<file path="config.mk">
export PLATFORM = sky130hd
export DESIGN_NAME = tlb_cp0_ctrl
export DESIGN_NICKNAME = d
export VERILOG_FILES = /design/src/rtl/tlb_pkg.sv /design/src/rtl/tlb_cp0_ctrl_random.sv /design/src/rtl/tlb_cp0_ctrl.sv
export SDC_FILE = /design/constraint.sdc
export NUM_CORES = 1
export LEC_CHECK = 0
export ABC_AREA = 1
export CELL_PAD_IN_SITES_DETAIL_PLACEMENT = 0
export CELL_PAD_IN_SITES_GLOBAL_PLACEMENT = 1
export CORE_AREA = 2 2 166 168
export CTS_BUF_LIST = sky130_fd_sc_hd__clkbuf_8
export CTS_CLUSTER_DIAMETER = 200
export DETAILED_ROUTE_END_ITERATION = 8
export DIE_AREA = 0 0 168 170
export MAX_ROUTING_LAYER = met4
export PLACE_DENSITY_LB_ADDON = 0.2
export SYNTH_ARGS = -nofsm -noshare
export SYNTH_HDL_FRONTEND = slang
export SYNTH_SLANG_ARGS = --single-unit
</file>
<file path="constraint.sdc">
create_clock -name clk -period 3.2 [get_ports clk]
set_input_delay 0.48 -clock clk [delete_from_list [all_inputs] [get_ports clk]]
set_output_delay 0.48 -clock clk [all_outputs]
set_load 0.03 [all_outputs]
</file>
<file path="src/rtl/tlb_pkg.sv">
// Shared definitions for the CP0 TLB controller: op codes, CP0 select codes,
// register field positions and the sequencer state encoding.
package tlb_pkg;

  typedef enum logic [1:0] {
    OP_TLBP  = 2'b00,
    OP_TLBR  = 2'b01,
    OP_TLBWI = 2'b10,
    OP_TLBWR = 2'b11
  } op_code_e;

  localparam logic [2:0] SEL_INDEX    = 3'd0;
  localparam logic [2:0] SEL_ENTRYHI  = 3'd1;
  localparam logic [2:0] SEL_ENTRYLO0 = 3'd2;
  localparam logic [2:0] SEL_ENTRYLO1 = 3'd3;
  localparam logic [2:0] SEL_WIRED    = 3'd4;

  localparam int HI_VPN2_MSB = 31;
  localparam int HI_VPN2_LSB = 13;
  localparam int HI_ASID_MSB = 7;
  localparam int HI_ASID_LSB = 0;

  localparam int LO_PFN_MSB = 25;
  localparam int LO_PFN_LSB = 6;
  localparam int LO_C_MSB   = 5;
  localparam int LO_C_LSB   = 3;
  localparam int LO_D       = 2;
  localparam int LO_V       = 1;
  localparam int LO_G       = 0;

  localparam int INDEX_P = 31;

  typedef enum logic [1:0] {
    ST_IDLE,
    ST_PROBE,
    ST_READ,
    ST_WRITE
  } state_e;

  function automatic logic [31:0] pack_entrylo(input logic [19:0] pfn, input logic [2:0] c,
                                               input logic d, input logic v, input logic g);
    return {6'b0, pfn, c, d, v, g};
  endfunction

endpackage

</file>
<file path="src/rtl/tlb_cp0_ctrl_random.sv">
// CP0 Random register: free-running down-counter that never drops below Wired.
module tlb_random_ctr
  import tlb_pkg::*;
#(
  parameter int TLBNUM = 16,
  parameter int IDXW   = $clog2(TLBNUM)
) (
  input  logic            clk,
  input  logic            rst,
  input  logic [IDXW-1:0] wired,
  input  logic            wired_write,
  output logic [IDXW-1:0] random
);

  localparam logic [IDXW-1:0] RANDOM_TOP = IDXW'(TLBNUM - 1);

  // Reaching Wired (or 0 when Wired is 0) reloads instead of decrementing.
  always_ff @(posedge clk) begin
    if (rst) begin
      random <= RANDOM_TOP;
    end else if (wired_write || (random <= wired)) begin
      random <= RANDOM_TOP;
    end else begin
      random <= random - 1'b1;
    end
  end

endmodule

</file>
<file path="src/rtl/tlb_cp0_ctrl.sv">
// CP0 TLB registers plus the two-cycle TLBP/TLBR/TLBWI/TLBWR sequencer.
// state | meaning: IDLE ready | PROBE Index<-search | READ Entry*<-TLB | WRITE tlb_we high
module tlb_cp0_ctrl
  import tlb_pkg::*;
#(
  parameter int TLBNUM = 16,
  parameter int IDXW   = $clog2(TLBNUM)
) (
  input  logic            clk,
  input  logic            rst,
  input  logic            op_valid,
  input  logic [1:0]      op_code,
  output logic            op_ready,
  output logic            op_done,
  input  logic            mtc0_we,
  input  logic [2:0]      mtc0_sel,
  input  logic [31:0]     mtc0_wdata,
  output logic [31:0]     index_o,
  output logic [31:0]     entryhi_o,
  output logic [31:0]     entrylo0_o,
  output logic [31:0]     entrylo1_o,
  output logic [31:0]     random_o,
  output logic [31:0]     wired_o,
  output logic            tlb_we,
  output logic [IDXW-1:0] tlb_w_index,
  output logic [18:0]     tlb_w_vpn2,
  output logic [7:0]      tlb_w_asid,
  output logic            tlb_w_g,
  output logic [19:0]     tlb_w_pfn0,
  output logic [19:0]     tlb_w_pfn1,
  output logic [2:0]      tlb_w_c0,
  output logic [2:0]      tlb_w_c1,
  output logic            tlb_w_d0,
  output logic            tlb_w_v0,
  output logic            tlb_w_d1,
  output logic            tlb_w_v1,
  output logic [IDXW-1:0] tlb_r_index,
  input  logic [18:0]     tlb_r_vpn2,
  input  logic [7:0]      tlb_r_asid,
  input  logic            tlb_r_g,
  input  logic [19:0]     tlb_r_pfn0,
  input  logic [19:0]     tlb_r_pfn1,
  input  logic [2:0]      tlb_r_c0,
  input  logic [2:0]      tlb_r_c1,
  input  logic            tlb_r_d0,
  input  logic            tlb_r_v0,
  input  logic            tlb_r_d1,
  input  logic            tlb_r_v1,
  output logic [18:0]     tlb_s1_vpn2,
  output logic            tlb_s1_odd_page,
  output logic [7:0]      tlb_s1_asid,
  input  logic            tlb_s1_found,
  input  logic [IDXW-1:0] tlb_s1_index
);

  state_e          state;
  logic            wr_use_random;
  logic [IDXW-1:0] wr_random_slot;
  logic [IDXW-1:0] random_q;
  logic            index_p;
  logic [IDXW-1:0] index_idx;
  logic [31:0]     entryhi;
  logic [31:0]     entrylo0;
  logic [31:0]     entrylo1;
  logic [IDXW-1:0] wired;
  logic            unused_wdata;

  assign unused_wdata = ^mtc0_wdata[12:8];

  tlb_random_ctr #(.TLBNUM(TLBNUM), .IDXW(IDXW)) u_random (
    .clk        (clk),
    .rst        (rst),
    .wired      (wired),
    .wired_write(mtc0_we && (mtc0_sel == SEL_WIRED)),
    .random     (random_q)
  );

  // Random is sampled at acceptance so a TLBWR targets the slot seen when issued.
  always_ff @(posedge clk) begin
    if (rst) begin
      state          <= ST_IDLE;
      op_ready       <= 1'b1;
      op_done        <= 1'b0;
      tlb_we         <= 1'b0;
      wr_use_random  <= 1'b0;
      wr_random_slot <= '0;
    end else begin
      op_done <= 1'b0;
      tlb_we  <= 1'b0;
      case (state)
        ST_IDLE: begin
          if (op_valid) begin
            op_ready       <= 1'b0;
            op_done        <= 1'b1;
            wr_use_random  <= (op_code_e'(op_code) == OP_TLBWR);
            wr_random_slot <= random_q;
            case (op_code_e'(op_code))
              OP_TLBP: state <= ST_PROBE;
              OP_TLBR: state <= ST_READ;
              default: begin
                state  <= ST_WRITE;
                tlb_we <= 1'b1;
              end
            endcase
          end
        end
        default: begin
          state    <= ST_IDLE;
          op_ready <= 1'b1;
        end
      endcase
    end
  end

  // Op results are assigned after mtc0 so they win on a same-edge collision.
  always_ff @(posedge clk) begin
    if (rst) begin
      index_p   <= 1'b0;
      index_idx <= '0;
      entryhi   <= '0;
      entrylo0  <= '0;
      entrylo1  <= '0;
      wired     <= '0;
    end else begin
      if (mtc0_we) begin
        case (mtc0_sel)
          SEL_INDEX:    index_idx <= mtc0_wdata[IDXW-1:0];
          SEL_ENTRYHI:  entryhi   <= {mtc0_wdata[HI_VPN2_MSB:HI_VPN2_LSB], 5'b0,
                                      mtc0_wdata[HI_ASID_MSB:HI_ASID_LSB]};
          SEL_ENTRYLO0: entrylo0  <= {6'b0, mtc0_wdata[LO_PFN_MSB:0]};
          SEL_ENTRYLO1: entrylo1  <= {6'b0, mtc0_wdata[LO_PFN_MSB:0]};
          SEL_WIRED:    wired     <= mtc0_wdata[IDXW-1:0];
          default: ;
        endcase
      end
      if (state == ST_PROBE) begin
        index_p   <= ~tlb_s1_found;
        index_idx <= tlb_s1_found ? tlb_s1_index : '0;
      end
      if (state == ST_READ) begin
        entryhi  <= {tlb_r_vpn2, 5'b0, tlb_r_asid};
        entrylo0 <= pack_entrylo(tlb_r_pfn0, tlb_r_c0, tlb_r_d0, tlb_r_v0, tlb_r_g);
        entrylo1 <= pack_entrylo(tlb_r_pfn1, tlb_r_c1, tlb_r_d1, tlb_r_v1, tlb_r_g);
      end
    end
  end

  always_comb begin
    tlb_w_index = '0;
    tlb_w_vpn2  = '0;
    tlb_w_asid  = '0;
    tlb_w_g     = 1'b0;
    tlb_w_pfn0  = '0;
    tlb_w_pfn1  = '0;
    tlb_w_c0    = '0;
    tlb_w_c1    = '0;
    tlb_w_d0    = 1'b0;
    tlb_w_v0    = 1'b0;
    tlb_w_d1    = 1'b0;
    tlb_w_v1    = 1'b0;
    if (tlb_we) begin
      tlb_w_index = wr_use_random ? wr_random_slot : index_idx;
      tlb_w_vpn2  = entryhi[HI_VPN2_MSB:HI_VPN2_LSB];
      tlb_w_asid  = entryhi[HI_ASID_MSB:HI_ASID_LSB];
      tlb_w_g     = entrylo0[LO_G] & entrylo1[LO_G];
      tlb_w_pfn0  = entrylo0[LO_PFN_MSB:LO_PFN_LSB];
      tlb_w_pfn1  = entrylo1[LO_PFN_MSB:LO_PFN_LSB];
      tlb_w_c0    = entrylo0[LO_C_MSB:LO_C_LSB];
      tlb_w_c1    = entrylo1[LO_C_MSB:LO_C_LSB];
      tlb_w_d0    = entrylo0[LO_D];
      tlb_w_v0    = entrylo0[LO_V];
      tlb_w_d1    = entrylo1[LO_D];
      tlb_w_v1    = entrylo1[LO_V];
    end
  end

  assign tlb_r_index     = (state == ST_READ) ? index_idx : '0;
  assign tlb_s1_vpn2     = entryhi[HI_VPN2_MSB:HI_VPN2_LSB];
  assign tlb_s1_asid     = entryhi[HI_ASID_MSB:HI_ASID_LSB];
  assign tlb_s1_odd_page = 1'b0;

  assign index_o    = {index_p, {(INDEX_P - IDXW){1'b0}}, index_idx};
  assign entryhi_o  = entryhi;
  assign entrylo0_o = entrylo0;
  assign entrylo1_o = entrylo1;
  assign random_o   = {{(32 - IDXW){1'b0}}, random_q};
  assign wired_o    = {{(32 - IDXW){1'b0}}, wired};

endmodule

</file>
=== Yosys cells after proc, flatten, opt, wreduce, memory -nomap -nowiden ===
Cells that the tools add are included.

* Magnitude comparators: 1
* Equality and inequality tests: 8
* Bitwise logic cells: 4
* Muxes and demuxes: 30
* Add/subtract/negate cells: 1
* Reduce and logical (&&, ||, !) cells: 21

{| class="wikitable"
|+ Operators by type and width
! cell !! count
|-
| $mux 26 || 6
|-
| $mux 32 || 3
|-
| $mux 20 || 2
|-
| $mux 4 || 7
|-
| $mux 19 || 1
|-
| $reduce_and 2->1 || 6
|-
| $reduce_bool 2->1 || 6
|-
| $mux 8 || 1
|-
| $mux 1 || 7
|-
| $eq 3x2->1 const B || 2
|-
| $mux 3 || 2
|-
| $reduce_or 2->1 || 3
|-
| $eq 2x1->1 const B || 2
|-
| $eq 2x2->1 const B || 2
|-
| $le 4x4->1 || 1
|-
| $logic_not 2->1 || 2
|-
| $pmux 2 s2 || 1
|-
| $sub 4x1->4 const B || 1
|-
| $eq 3x1->1 const B || 1
|-
| $eq 3x3->1 const B || 1
|-
| $logic_not 3->1 || 1
|-
| $not 1->1 || 3
|-
| $reduce_or 3->1 || 1
|-
| $and 1x1->1 || 1
|-
| 2 further kinds || 2
|}

* Word-level logic and storage cells: 78
* Bits in registers: 102
* Input bits: 124
* Output and inout bits: 309

=== Depth between registers and ports, before layout ===
* Word-level depth: 4
* Mapped depth: 8
* Gate-level depth less buffers: 7

=== Cells and area by module ===
A second synthesis with hierarchy kept.

* Cell total of the unflattened synthesis: 1023
* Area, all modules: 6426.2 um^2

{| class="wikitable"
|+ By module, submodules not included
! module !! instances !! area an instance (um^2) !! sequential area each (um^2) !! cells an instance
|-
| tlb_cp0_ctrl || 1 || 6162.2 || 1961.9 || 986
|-
| tlb_random_ctr || 1 || 264.0 || 80.1 || 37
|}

=== Worst setup path after synthesis ===
Ideal clock, no wire load.

* Path type: flip-flop to output port
* Start point: register tlb_we
* End point: output tlb_w_index[1]
* Data required time: 2.720 ns
* Arrival time: 1.660 ns
* Path buffers: 2
* Stages on the path, launching flop included: 5
* Slack: 1.060 ns
* Path through: dfxtp_1 clkbuf_1 clkbuf_1 o21ai_0 a21oi_1

* Word-level cells in the longest chain between the ends: 1

{| class="wikitable"
|+ Ends and longest elaborated chain
! item !! line !! source
|-
| start: declaration || tlb_cp0_ctrl.sv:24 || <nowiki>output logic tlb_we,</nowiki>
|-
| start signal: assignment || tlb_cp0_ctrl.sv:84 || <nowiki>tlb_we <= 1'b0;</nowiki>
|-
| start signal: assignment || tlb_cp0_ctrl.sv:89 || <nowiki>tlb_we <= 1'b0;</nowiki>
|-
| start signal: assignment || tlb_cp0_ctrl.sv:102 || <nowiki>tlb_we <= 1'b1;</nowiki>
|-
| $mux 4 || tlb_cp0_ctrl.sv:161 || <nowiki>if (tlb_we) begin</nowiki>
|-
| end: declaration || tlb_cp0_ctrl.sv:25 || <nowiki>output logic [IDXW-1:0] tlb_w_index,</nowiki>
|}

No other way between the ends.

=== Final worst setup path ===
* Start point: register tlb_we
* End point: output tlb_w_pfn0[17]

* Word-level cells in the longest chain between the ends: 1

{| class="wikitable"
|+ Ends and longest elaborated chain
! item !! line !! source
|-
| $mux 20 || tlb_cp0_ctrl.sv:161 ||
|-
| end: declaration || tlb_cp0_ctrl.sv:29 || <nowiki>output logic [19:0] tlb_w_pfn0,</nowiki>
|}

No other way between the ends.

==> results.sh <==
export IMPL_setup_viol=0
export IMPL_rows=60
export IMPL_ant_nets=0
export IMPL_synth_edf_count=0
export IMPL_hold_violations=0
export IMPL_synth_warnings=0
export IMPL_dr_pass1_iters=4
export IMPL_postCtsResizedCells=0
export IMPL_clockBufferDepth=2
export IMPL_start_util=0.258
export IMPL_die_w_um=168
export IMPL_grt_overflow_total=0
export IMPL_ys_seq_elements=102
export IMPL_async_reset_ff_frac=0
export IMPL_startpoint_type="flop"
export IMPL_tns_ns=0
export IMPL_viasPerCell=4.04
export IMPL_crit_start="tlb_we$_SDFF_PP0_"
export IMPL_cp_end_kind="primary output"
export IMPL_globalRouteTotalUtil=0.184
export IMPL_coreArea_sq_um=26700
export IMPL_cp_arrival_ns=2.17
export IMPL_post_dp_hpwl_mm=19.9
export IMPL_rr_worst_depth=7
export IMPL_synth_area_leader_cell="dfxtp_1"
export IMPL_path_max_fanout=49
export IMPL_antenna_found_initial=3
export IMPL_postSynthAreaPerCell_sq_um=5.84
export IMPL_grt_max_degree=112
export IMPL_cp_data_required_time_ns=2.72
export IMPL_pwr_density_cell_nw_per_um2=385
export IMPL_drv_slew=0
export IMPL_final_fill_count=2975
export IMPL_dpl_cell_count=1774
export IMPL_fin_cells=1793
export IMPL_cts_num_sinks=102
export IMPL_portBuffers=331
export IMPL_wl_per_cell_um=14.7
export IMPL_cts_tree="yes"
export IMPL_nets=1573
export IMPL_cts_hold_buffers_added=0
export IMPL_drc=0
export IMPL_first_iter_violations=353
export IMPL_final_common_cell="nand2_1"
export IMPL_final_util=0.379
export IMPL_maxCapViolations=0
export IMPL_status="finished clean"
export IMPL_fin_crit_ns=2.65
export IMPL_io_pins=433
export IMPL_syn_area_sq_um=6870
export IMPL_grt_pass1_vias=6587
export IMPL_r2r_end="entrylo0_o[0]$_SDFFE_PP0P_"
export IMPL_clock_latency_ns=0.39
export IMPL_synthTopCellsByArea="dfxtp_1 30%, nand2_1 20%, buf_4 15%"
export IMPL_ir_drop_uv=154
export IMPL_r2r_slack_ns=1.28
export IMPL_die_h_um=170
export IMPL_timing_rr_start="state[1]$_SDFFE_PP0P_"
export IMPL_drive_above_1_share=0.0235
export IMPL_cts_made_buffers=9
export IMPL_synth_top_cell_area_share=0.297
export IMPL_clk_pin_slew_ns=0.11
export IMPL_vias=7240
export IMPL_ys_types=23
export IMPL_synthToLayoutAreaGrowth_pct=47.0
export IMPL_htreeDepth=3
export IMPL_hold_path_class="reg2reg"
export IMPL_critPathKind="reg2out"
export IMPL_root_buffer="clkbuf_8"
export IMPL_post_cts_buffers=0
export IMPL_rsz0062_at_grt="no"
export IMPL_fp_dieArea_sq_um=28600
export IMPL_fin_crit_sh=0.829
export IMPL_syn_inst=1176
export IMPL_max_freq_ghz=0.377
export IMPL_most_common_layout_cells="373 x nand2_1, 331 x clkdlybuf4s50_1, 201 x nor2_1, 181 x inv_1"
export IMPL_gp_congestion=0.818
export IMPL_grt_pass1_wl_mm=39.1
export IMPL_totalWireLength_mm=26.4
export IMPL_yosysSeqAreaShare=0.297
export IMPL_fin_skew_ns=0.0102
export IMPL_p_leak_nw=5.33
export IMPL_ys_flop_type="dfxtp_1"
export IMPL_crit_path_end="tlb_w_pfn0[17]"
export IMPL_tightest_slew_ns=0.815
export IMPL_relSlewSlack=0.457
[sequential cells by signal, indices dropped and copies added (netlist names), 2 cells and up]
| register | flops |
|---|---|
| wr_random_slot | 4 |
| entrylo0_o | 26 |
| state | 2 |
| entrylo1_o | 26 |
| index_idx | 4 |
| u_random.random | 4 |
| entryhi_o | 27 |
| wired | 4 |
[cells in the mapped netlist, types with 2 or more instances]
cell / number
a21oi_1: 7
o21ai_0: 18
buf_2: 23
nand3_1: 90
buf_1: 4
nand2_2: 3
nand2_1: 373
nand4_1: 3
dfxtp_1: 102
inv_2: 2
ha_1: 5
clkbuf_1: 18
buf_4: 135
nor3_1: 2
nor2_1: 201
nor2_4: 3
inv_1: 181
[worst min-delay path by stage]
stage	start	to	slack, ns	cells after the start
detailed placement	u_random.random[0]$_SDFF_PP1_	u_random.random[0]$_SDFF_PP1_	0.44	1
floorplan	wr_random_slot[0]$_SDFFE_PP0P_	wr_random_slot[0]$_SDFFE_PP0P_	0.45	2
global route	u_random.random[0]$_SDFF_PP1_	u_random.random[0]$_SDFF_PP1_	0.49	1
finish	u_random.random[0]$_SDFF_PP1_	u_random.random[0]$_SDFF_PP1_	0.46	1
CTS	u_random.random[0]$_SDFF_PP1_	u_random.random[0]$_SDFF_PP1_	0.47	1
global placement	u_random.random[0]$_SDFF_PP1_	u_random.random[0]$_SDFF_PP1_	0.44	1
[cell families (layout without fill, tap and decap cells)]
kind of cell	count (synthesis)	count (layout)	synth area share
XOR/XNOR	1	1	0.00128
AND/OR/NAND/NOR	676	676	0.394
other	1	104	0.000546
adder cells (fa/ha/maj)	5	5	0.00911
buffers and inverters	365	538	0.279
AO/OA/AOI/OAI	26	26	0.0193
flip-flops	102	102	0.297
[layer usage]
layer  up-vias  GRT usage  wire [um]
met5         -          -          0
met2       276      0.307      12500
met1      3189      0.230      11700
met4         0     0.0450        376
met3        18     0.0374       1800
li1       3757          -          -
[through the flow]
stage | total power (W) | hold slack [ns] | area [sq um] | setup slack, ns
final | 0.00389 | 0.461 | 10100 | 0.546
after global routing | 0.00412 | 0.492 | 10100 | 0.364
after CTS | 0.00395 | 0.467 | 10100 | 0.432
after detailed placement | 0.00296 | 0.435 | 9860 | 0.872
after global placement | 0.00295 | 0.435 | 9860 | 0.855
after floorplan | 0.00249 | 0.450 | 7240 | 1.06
[final cells by class]
cell class              count  area, sq um  share of cell area
clock buffers               9          124              0.0123
well taps                 341          427              0.0423
repair buffers            338         3400               0.337
inverters                 184          692              0.0685
flip-flops and latches    102         2050               0.203
diodes                      3         7.51            0.000744
multi-input cells         809         3290               0.326
clock inverters             7          103              0.0102
[power breakdown]
group / leakage [nW] / switching [W] / internal, W
Sequential: 0.840 / 0.000116 / 0.00138
Combinational: 4.38 / 0.000882 / 0.000533
Clock: 0.111 / 0.000525 / 0.000451
Total: 5.33 / 0.00152 / 0.00236
[worst max-delay path, stage by stage (launching register included)]
cell and delay (ns):
dfxtp_4 0.64, buf_12 0.30, nand2_1 0.08, inv_1 0.08, clkdlybuf4s50_1 0.67
No activity file was read; power rests on OpenSTA's default activity.
